<file path="config.mk">
export PLATFORM = sky130hd
export DESIGN_NAME = blowfish128_skey_ctrl
export DESIGN_NICKNAME = d
export VERILOG_FILES = /design/src/rtl/blowfish128_skey_ctrl.sv
export SDC_FILE = /design/constraint.sdc
export NUM_CORES = 2
export LEC_CHECK = 0
export BUFFER_PORTS_ARGS = -buffer_cell sky130_fd_sc_hd__buf_2
export CELL_PAD_IN_SITES_DETAIL_PLACEMENT = 0
export CELL_PAD_IN_SITES_GLOBAL_PLACEMENT = 1
export CORE_UTILIZATION = 33
export CTS_BUF_LIST = sky130_fd_sc_hd__clkbuf_8
export DETAILED_ROUTE_END_ITERATION = 8
export PLACE_DENSITY_LB_ADDON = 0.12
export SYNTH_ARGS = -nofsm -noshare
export SYNTH_HDL_FRONTEND = slang
export SYNTH_SLANG_ARGS = --single-unit
</file>
<file path="constraint.sdc">
create_clock -name Clk -period 65.8 [get_ports Clk]
set_clock_uncertainty 0.15 [all_clocks]
set_input_delay 6.58 -clock Clk [delete_from_list [all_inputs] [get_ports Clk]]
set_output_delay 6.58 -clock Clk [all_outputs]
set_load 0.01 [all_outputs]
</file>
<file path="src/rtl/blowfish128_skey_ctrl.sv">
`timescale 1ns/1ps
// Blowfish-style 128-bit subkey expansion controller: XORs the key stream into a
// 20-entry P-array, then chains 5 engine calls to overwrite it. Option: BF128_SKEY_REVERSE_EN.
module blowfish128_skey_ctrl (
  input  logic         Clk,
  input  logic         Rst,
  input  logic         Start,
  input  logic [3:0]   key_length,
  output logic [2:0]   key_idx,
  input  logic [63:0]  key_word,
  output logic         enc_start,
  output logic [127:0] enc_blk_in,
  input  logic         enc_done,
  input  logic [127:0] enc_blk_out,
  input  logic [4:0]   p_rd_idx,
  output logic [31:0]  p_rd_data,
  output logic         busy,
  output logic         skey_ready
`ifdef BF128_SKEY_REVERSE_EN
  ,
  input  logic         p_rev
`endif
);

  localparam logic [31:0] P_INIT [20] = '{
    32'h243F6A88, 32'h85A308D3, 32'h13198A2E, 32'h03707344,
    32'hA4093822, 32'h299F31D0, 32'h082EFA98, 32'hEC4E6C89,
    32'h452821E6, 32'h38D01377, 32'hBE5466CF, 32'h34E90C6C,
    32'hC0AC29B7, 32'hC97C50DD, 32'h3F84D5B5, 32'hB5470917,
    32'h9216D5D9, 32'h8979FB1B, 32'hD1310BA6, 32'h98DFB5AC
  };

  typedef enum logic [2:0] {S_IDLE, S_LOAD, S_XOR, S_REQ, S_WAIT, S_DONE} state_e;

  state_e         state_q, state_d;
  logic [31:0]    p_q [20];
  logic [31:0]    p_d [20];
  logic [127:0]   b_q, b_d;
  logic [2:0]     r_q, r_d;
  logic [4:0]     j_q, j_d;
  logic [3:0]     kpos_q, kpos_d;
  logic [3:0]     lk_q, lk_d;
  logic           busy_q, busy_d;
  logic           skey_ready_q, skey_ready_d;

  logic [3:0]     lk_eff;
  logic           kpos_last;
  logic [31:0]    key_half;
  logic [4:0]     wr_base;
  logic [4:0]     rd_idx;

  assign lk_eff    = (key_length == 4'd0) ? 4'd1 :
                     (key_length > 4'd8)  ? 4'd8 : key_length;
  // kpos tracks j mod 2*Lk incrementally, so no divider is needed.
  assign kpos_last = ({1'b0, kpos_q} == ({lk_q, 1'b0} - 5'd1));
  assign key_half  = kpos_q[0] ? key_word[31:0] : key_word[63:32];
  assign wr_base   = {r_q, 2'b00};

  always_ff @(posedge Clk or posedge Rst) begin
    if (Rst) state_q <= S_IDLE;
    else     state_q <= state_d;
  end

  always_comb begin
    // NOTE: every signal assigned here gets a default first, so no path can infer a latch.
    state_d = state_q;
    case (state_q)
      S_IDLE, S_DONE: if (Start) state_d = S_LOAD;
      S_LOAD:         state_d = S_XOR;
      S_XOR:          if (j_q == 5'd19) state_d = S_REQ;
      S_REQ:          state_d = S_WAIT;
      S_WAIT:         if (enc_done) state_d = (r_q == 3'd4) ? S_DONE : S_REQ;
      default:        state_d = S_IDLE;
    endcase
  end

  always_comb begin
    enc_start = (state_q == S_REQ);
    key_idx   = (state_q == S_XOR) ? kpos_q[3:1] : 3'd0;
  end

  always_comb begin
    p_d          = p_q;
    b_d          = b_q;
    r_d          = r_q;
    j_d          = j_q;
    kpos_d       = kpos_q;
    lk_d         = lk_q;
    busy_d       = busy_q;
    skey_ready_d = skey_ready_q;
    case (state_q)
      S_IDLE, S_DONE: begin
        if (Start) begin
          busy_d       = 1'b1;
          skey_ready_d = 1'b0;
        end else if (state_q == S_DONE) begin
          // Status settles one edge after DONE is entered.
          busy_d       = 1'b0;
          skey_ready_d = 1'b1;
        end
      end
      S_LOAD: begin
        p_d    = P_INIT;
        b_d    = '0;
        r_d    = 3'd0;
        j_d    = 5'd0;
        kpos_d = 4'd0;
        lk_d   = lk_eff;
      end
      S_XOR: begin
        p_d[j_q] = p_q[j_q] ^ key_half;
        j_d      = j_q + 5'd1;
        kpos_d   = kpos_last ? 4'd0 : kpos_q + 4'd1;
      end
      S_WAIT: begin
        if (enc_done) begin
          b_d = enc_blk_out;
          for (int k = 0; k < 4; k++) begin
            p_d[wr_base + 5'(k)] = enc_blk_out[127 - 32*k -: 32];
          end
          r_d = r_q + 3'd1;
        end
      end
      default: ;
    endcase
  end

  always_ff @(posedge Clk or posedge Rst) begin
    if (Rst) begin
      // NOTE: the P-array resets to constants, so it must stay in flops rather than a RAM macro.
      p_q          <= P_INIT;
      b_q          <= '0;
      r_q          <= 3'd0;
      j_q          <= 5'd0;
      kpos_q       <= 4'd0;
      lk_q         <= 4'd1;
      busy_q       <= 1'b0;
      skey_ready_q <= 1'b0;
    end else begin
      // NOTE: non-blocking updates keep every register sampling pre-edge values.
      p_q          <= p_d;
      b_q          <= b_d;
      r_q          <= r_d;
      j_q          <= j_d;
      kpos_q       <= kpos_d;
      lk_q         <= lk_d;
      busy_q       <= busy_d;
      skey_ready_q <= skey_ready_d;
    end
  end

  assign enc_blk_in = b_q;
  assign busy       = busy_q;
  assign skey_ready = skey_ready_q;

  always_comb begin
`ifdef BF128_SKEY_REVERSE_EN
    rd_idx = p_rev ? (5'd19 - p_rd_idx) : p_rd_idx;
`else
    rd_idx = p_rd_idx;
`endif
    p_rd_data = (p_rd_idx < 5'd20) ? p_q[rd_idx] : 32'd0;
  end

endmodule

</file>
======== After elaboration in Yosys (flattened, before gate mapping) ========
Cells that the tools add are included.
word-level totals
  bits in registers ....................... 789
  output and inout port bits .............. 166
  word-level logic and storage cells ...... 126
operators by class
  $add $sub $neg .......................... 7
  $lt $le $gt $ge ......................... 13
  equal/unequal tests ..................... 11
  mux-type cells .......................... 44
  bitwise logic cells ..................... 7
  reduce and logical (&&, ||, !) cells .... 16
operators with widths
  kind                   count
  $bwmux W640            5
  $pmux W640 S3          1
  $demux W32 S5          5
  $mux W640              1
  $mux W32               11
  $bmux W32 S5           2
  $pmux W128 S2          1
  $mux W128              1
  $ge A6 B6 Y1 const B   6
  $not A5 Y6             6
  $xor A32 B32 Y32       1
  $lt A6 B1 Y1 const B   5
  $mux W3                6
  $pmux W3 S5            1
  $mux W4                3
  $add A5 B1 Y5 const B  2
  $add A5 B2 Y5 const B  2
  $pmux W5 S2            1
  $eq A3 B3 Y1 const B   3
  $pmux W4 S2            1
  $eq A3 B2 Y1 const B   2
  $ne A2 B2 Y1 const B   3
  $pmux W3 S2            1
  $reduce_and A2 Y1      3
  16 further kinds       25

======== Depth between registers and ports, before layout ========
  depth after elaboration ................. 11
  depth in mapped cells ................... 17

======== Worst setup path before layout ========
OpenSTA, ideal clock, no wires.
  path kind ............................... input to output
  start point ............................. input p_rd_idx[0]
  end point ............................... output p_rd_data[12]
  arrival ................................. 8.635 ns
  data required time ...................... 59.070 ns
  slack ................................... 50.435 ns
  cell stages on the path ................. 7
  path buffers ............................ 4
  cells stage by stage .................... clkbuf_1 > buf_1 > buf_2 > buf_2 > mux4_2 > mux2i_1 > o22ai_1
between the ends
  word-level cells in the longest chain between the ends .. 5
  elaborated cells on any way between the ends .. 6
  those cells by class .................... order compare: 1; mux: 4; bitwise: 1
ends and longest elaborated chain
  item                                          line  source
  start: declaration                            15    input logic [4:0] p_rd_idx,
  $not A5 Y6 (not written as such)              162   p_rd_data = (p_rd_idx < 5'd20) ? p_q[rd_idx] : 32'd0;
  $bmux W32 S5                                  162
  $mux W32 (not written as such) (2 in series)  162
  $mux W32 (*)                                  162
  end: declaration                              16    output logic [31:0] p_rd_data,
Every way passes the cells marked *; elsewhere a longest branch is shown, timed or not. The select of a mux whose other input is x is not followed.

======== Worst setup path after layout ========
  start point ............................. input p_rd_idx[4]
  end point ............................... output p_rd_data[26]
The elaborated chain is that of the path after synthesis.

==> impl_results.html <==
<table>
<tr><th>Metric</th><th>Value</th></tr>
<tr><th colspan="2">Yosys</th></tr>
<tr><td>Post-Syn Nets</td><td>roughly 6400</td></tr>
<tr><td>Library cells used by synthesis</td><td>73</td></tr>
<tr><td>Most used DFF post-synth</td><td>dfrtp_1</td></tr>
<tr><td>Yosys Warn Count</td><td>0</td></tr>
<tr><td>Largest cells by area after synthesis</td><td>dfrtp_1, dfstp_2, mux2i_1, mux4_2, a21oi_1</td></tr>
<tr><td>Post-synthesis instance area</td><td>55740 um2</td></tr>
<tr><td>Seq cells post-synth</td><td>a little under 800</td></tr>
<tr><td>Async set or reset register ratio after synthesis</td><td>between 90% and 100%</td></tr>
<tr><td>Share of the synthesized area in the top cell type</td><td>21.91%</td></tr>
<tr><td>Post-synthesis average cell area</td><td>9.049 um2</td></tr>
<tr><td>Top cell type by total area after synthesis</td><td>dfrtp_1</td></tr>
<tr><td>Portion of the post-synthesis area used by sequential elements</td><td>36.10%</td></tr>
<tr><td>Count of flip-flops with a built-in enable after synthesis</td><td>0</td></tr>
<tr><td>Syn Inst Count</td><td>6160</td></tr>
<tr><th colspan="2">Clock network</th></tr>
<tr><td>Sinks on the clock net</td><td>789</td></tr>
<tr><td>Clk pin slew, worst setup/hold paths</td><td>0.06 ns</td></tr>
<tr><td>CTS tree</td><td>done</td></tr>
<tr><td>Gates resized, CTS repair</td><td>0</td></tr>
<tr><td>Number of H-tree levels</td><td>4</td></tr>
<tr><td>CTS Root Buffer Type</td><td>clkbuf_8</td></tr>
<tr><td>Number of buffers inserted by hold repair at cts</td><td>0</td></tr>
<tr><td>Number of buffers added for setup after CTS</td><td>0</td></tr>
<tr><td>Maximum root-to-sink buffer count</td><td>3</td></tr>
<tr><td>TritonCTS buffer count</td><td>~160</td></tr>
<tr><td>Insertion delay of the later-clocked pin in the worst-skew pair</td><td>0.97 ns</td></tr>
<tr><th colspan="2">Global routing</th></tr>
<tr><td>Antenna violations before repair</td><td>44</td></tr>
<tr><td>First-pass GRT wire length</td><td>460900 um</td></tr>
<tr><td>Gr usage total</td><td>around 40%</td></tr>
<tr><td>Via count of the first global-routing pass</td><td>53101</td></tr>
<tr><td>Maximum number of pins on one net before global-route repair</td><td>approximately 170</td></tr>
<tr><td>GRT Residual Overflow</td><td>0</td></tr>
<tr><th colspan="2">Placement</th></tr>
<tr><td>PortBufs</td><td>370</td></tr>
<tr><td>Post-Place Setup Slack</td><td>49.24 ns</td></tr>
<tr><td>Post-detailed-placement half-perimeter wirelength</td><td>211200 um</td></tr>
<tr><td>Routability congestion estimate</td><td>0.9616</td></tr>
<tr><td>Placed cells</td><td>8255</td></tr>
<tr><th colspan="2">Worst setup path</th></tr>
<tr><td>Required time reported for the critical path endpoint</td><td>between 50 and 60 ns</td></tr>
<tr><td>Biggest fanout along the worst timing path</td><td>18</td></tr>
<tr><td>Crit Path Category</td><td>in2out</td></tr>
<tr><td>Crit start category</td><td>input pin</td></tr>
<tr><td>Critical Path End Type</td><td>output pin</td></tr>
<tr><td>Signal arrival time at the worst endpoint</td><td>10.09 ns</td></tr>
<tr><th colspan="2">STA</th></tr>
<tr><td>Number of hold violations in the final report</td><td>0</td></tr>
<tr><td># setup viols final</td><td>0</td></tr>
<tr><td>Smallest hold slack</td><td>0.3074 ns</td></tr>
<tr><td>Worst slew margin relative to its limit</td><td>3.624%</td></tr>
<tr><td>Smallest setup slack after layout</td><td>between 40 and 50 ns</td></tr>
<tr><td>Total count of max-transition violations in the final report</td><td>0</td></tr>
<tr><td>Final worst-path cycle share</td><td>between 20% and 30%</td></tr>
<tr><td>RSZ-0062 raised after global routing</td><td>false</td></tr>
<tr><td>Transition time at the pin with the least slew margin</td><td>1.405 ns</td></tr>
<tr><td>Clock period minus worst slack</td><td>16.82 ns</td></tr>
<tr><td>Peak Freq</td><td>~0.06 GHz</td></tr>
<tr><td>Setup_tns</td><td>0 ns</td></tr>
<tr><th colspan="2">Routing</th></tr>
<tr><td>Number of vias after detailed routing</td><td>57452</td></tr>
<tr><td>Total DRC errors in the routed layout</td><td>0</td></tr>
<tr><td>Number of nets still failing antenna checks after routing</td><td>0</td></tr>
<tr><td>Drt total wl</td><td>339400 um</td></tr>
<tr><td>Number of design-rule violations left by the first detailed-router iteration</td><td>8808</td></tr>
<tr><td>Vias per Instance</td><td>6.692</td></tr>
<tr><td>Pre-antenna DRT Iters</td><td>9</td></tr>
<tr><td>Routed length per placed instance</td><td>around 40 um</td></tr>
<tr><th colspan="2">Power and ir drop</th></tr>
<tr><td>Maximum vdd drop</td><td>0.00005338 V</td></tr>
<tr><td>Leakage component of the power</td><td>roughly 27 nW</td></tr>
<tr><td>Power Density</td><td>58.84 nW/um2</td></tr>
<tr><th colspan="2">Flow run</th></tr>
<tr><td>Max-cap violations</td><td>0</td></tr>
<tr><th colspan="2">Die</th></tr>
<tr><td>Site row count</td><td>150</td></tr>
<tr><td>Die Footprint</td><td>170600 um2</td></tr>
<tr><td>Height of the chip</td><td>413.0 um</td></tr>
<tr><td>Die width</td><td>a little over 400 um</td></tr>
<tr><td>Core outline area</td><td>roughly 170000 um2</td></tr>
<tr><td>Number of top-level design ports</td><td>about 370</td></tr>
<tr><td>Effective utilization at floorplan</td><td>33.30%</td></tr>
<tr><th colspan="2">Min path</th></tr>
<tr><td>Worst hold path type</td><td>reg2reg</td></tr>
<tr><th colspan="2">Status</th></tr>
<tr><td>Result of the run</td><td>complete, no violations</td></tr>
<tr><th colspan="2">Final layout</th></tr>
<tr><td>Relative area change from synthesis to final layout</td><td>12.68%</td></tr>
<tr><td>Fraction of layout cells with a size suffix above 1</td><td>25.26%</td></tr>
<tr><td>Layout net count</td><td>roughly 6400</td></tr>
<tr><td>Total of fill cells in the finished design</td><td>around 17000</td></tr>
<tr><td>Final std cells w/o fill</td><td>8585</td></tr>
</table>
==> cells in the final DEF, fill, tap and decap left out, drive strengths merged, types with 20 or more instances in the layout <==
cell | synthesis | final
a21oi | 818 | 818
nand2 | 641 | 641
o21ai | 610 | 610
buf | 190 | 543
dfrtp | 488 | 488
mux2i | 479 | 479
nor2 | 416 | 416
dfstp | 301 | 301
inv | 186 | 281
mux4 | 207 | 207
clkbuf | 460 | 197
mux2 | 189 | 189
nand3 | 154 | 154
a22oi | 128 | 128
o22ai | 125 | 125
a221oi | 121 | 121
a2bb2oi | 93 | 93
a222oi | 86 | 86
o211ai | 80 | 80
a22o | 62 | 62
a221o | 47 | 47
nor3 | 27 | 27
diode | 0 | 24
o31ai | 24 | 24
o311ai | 24 | 24
xnor2 | 24 | 24
xor2 | 21 | 21
a211oi | 20 | 20
==> layout make-up <==
cell class	instances	area (um2)	area share [%]
Sequential cell	789	20130	32.05
Clock buffer	196	2698	4.295
Clock inverter	110	494.2	0.7869
Inverter	186	705.7	1.124
Timing Repair Buffer	544	3329	5.301
Antenna cell	24	60.06	0.09562
Multi-Input combinational cell	4532	32630	51.95
Tap cell	2204	2758	4.390
==> routing by layer <==
metal | track usage (%) | vias up | wire (um)
li1 | - | 23175 | -
met1 | 49.33 | 29353 | 132100
met4 | 29.28 | 28 | 28550
met5 | 0 | - | 189
met2 | 55.56 | 3888 | 143200
met3 | 11.17 | 1008 | 35280
==> power by group <==
group | total [mW] | internal (mW) | switching, mW
combinational | 2.20 | 0.690 | 1.51
sequential | 0.959 | 0.736 | 0.222
clock | 0.533 | 0.273 | 0.260
==> worst max-delay path: stages <==
cell	delay [ns]
buf_2	0.13
buf_4	0.31
nor2b_4	0.90
buf_4	0.61
a21oi_1	0.13
o22ai_1	1.04
buf_2	0.32
==> path summary, 6_finish.rpt <==
| kind | slack [ns] | cells past startpoint | to | startpoint |
|---|---|---|---|---|
| worst max-delay path | 48.98 | 7 | p_rd_data[26] | p_rd_idx[4] |
| worst min-delay path | 0.31 | 2 | enc_blk_in[57] | enc_blk_in[57] |
| worst max register to register | 60.35 | 9 | p_q[225] | j_q[1] |
| worst min register to register | 0.31 | 2 | enc_blk_in[57] | enc_blk_in[57] |
| max in group asynchronous | 56.66 | 5 | p_q[405] | Rst |
| min in group asynchronous | 5.61 | 2 | enc_blk_in[34] | Rst |
==> metrics by stage <==
step | instance area, um2 | total power, mW | util, %
2_1_floorplan | 55740 | 2.235 | -
3_3_place_gp | 59560 | 3.054 | 35.58
3_5_place_dp | 59560 | 3.080 | 35.58
4_1_cts | 62750 | 3.618 | 37.48
5_1_grt | 62770 | 3.835 | 37.49
6_report | 62810 | 3.696 | 37.52
==> flip-flops by register name, indices dropped and copies added (netlist names) <==
| register | count |
|---|---|
| p_q | 640 |
| state_q | 3 |
| r_q | 3 |
| lk_q | 4 |
| j_q | 5 |
| busy | 1 |
| enc_blk_in | 128 |
| skey_ready | 1 |
| kpos_q | 4 |
==> synth_stat cells, types with 6 or more instances <==
library cell  number
a21oi_1          806
nand2_1          638
o21ai_0          567
dfrtp_1          488
mux2i_1          479
clkbuf_1         457
nor2_1           416
dfstp_2          301
mux4_2           197
mux2_2           189
inv_1            186
nand3_1          154
a22oi_1          128
o22ai_1          125
a221oi_1         121
a2bb2oi_1         93
a222oi_1          86
o211ai_1          80
buf_1             74
buf_2             68
a22o_1            62
a221o_1           47
o21ai_1           31
nor3_1            26
o31ai_1           24
o311ai_0          21
xnor2_1           19
buf_6             18
a32o_1            17
nor2b_1           17
a211oi_1          15
a31oi_1           15
xor2_1            15
buf_4             14
nand2b_1          14
a21oi_2           12
o21ai_2           12
nand3b_1          10
and3_1             9
buf_12             9
and2_1             8
ha_1               8
mux4_1             8
buf_8              7
xor2_2             6
==> logic make-up (layout without fill, tap and decap cells) <==
group                      after synthesis  count (layout)  share of synthesized area (%)
and+or+nand+nor                       1319            1319                          9.775
muxes                                  875             875                          20.85
DFF                                    789             789                          36.10
AOI/OAI and AO/OA                     2285            2285                          25.66
other                                    0              24                              0
buffers and inverters                  839            1036                          6.586
xor gates and xnor gates                45              45                         0.8552
adders and majority gates                8               8                         0.1796
No activity file was read; power rests on OpenSTA's default activity.
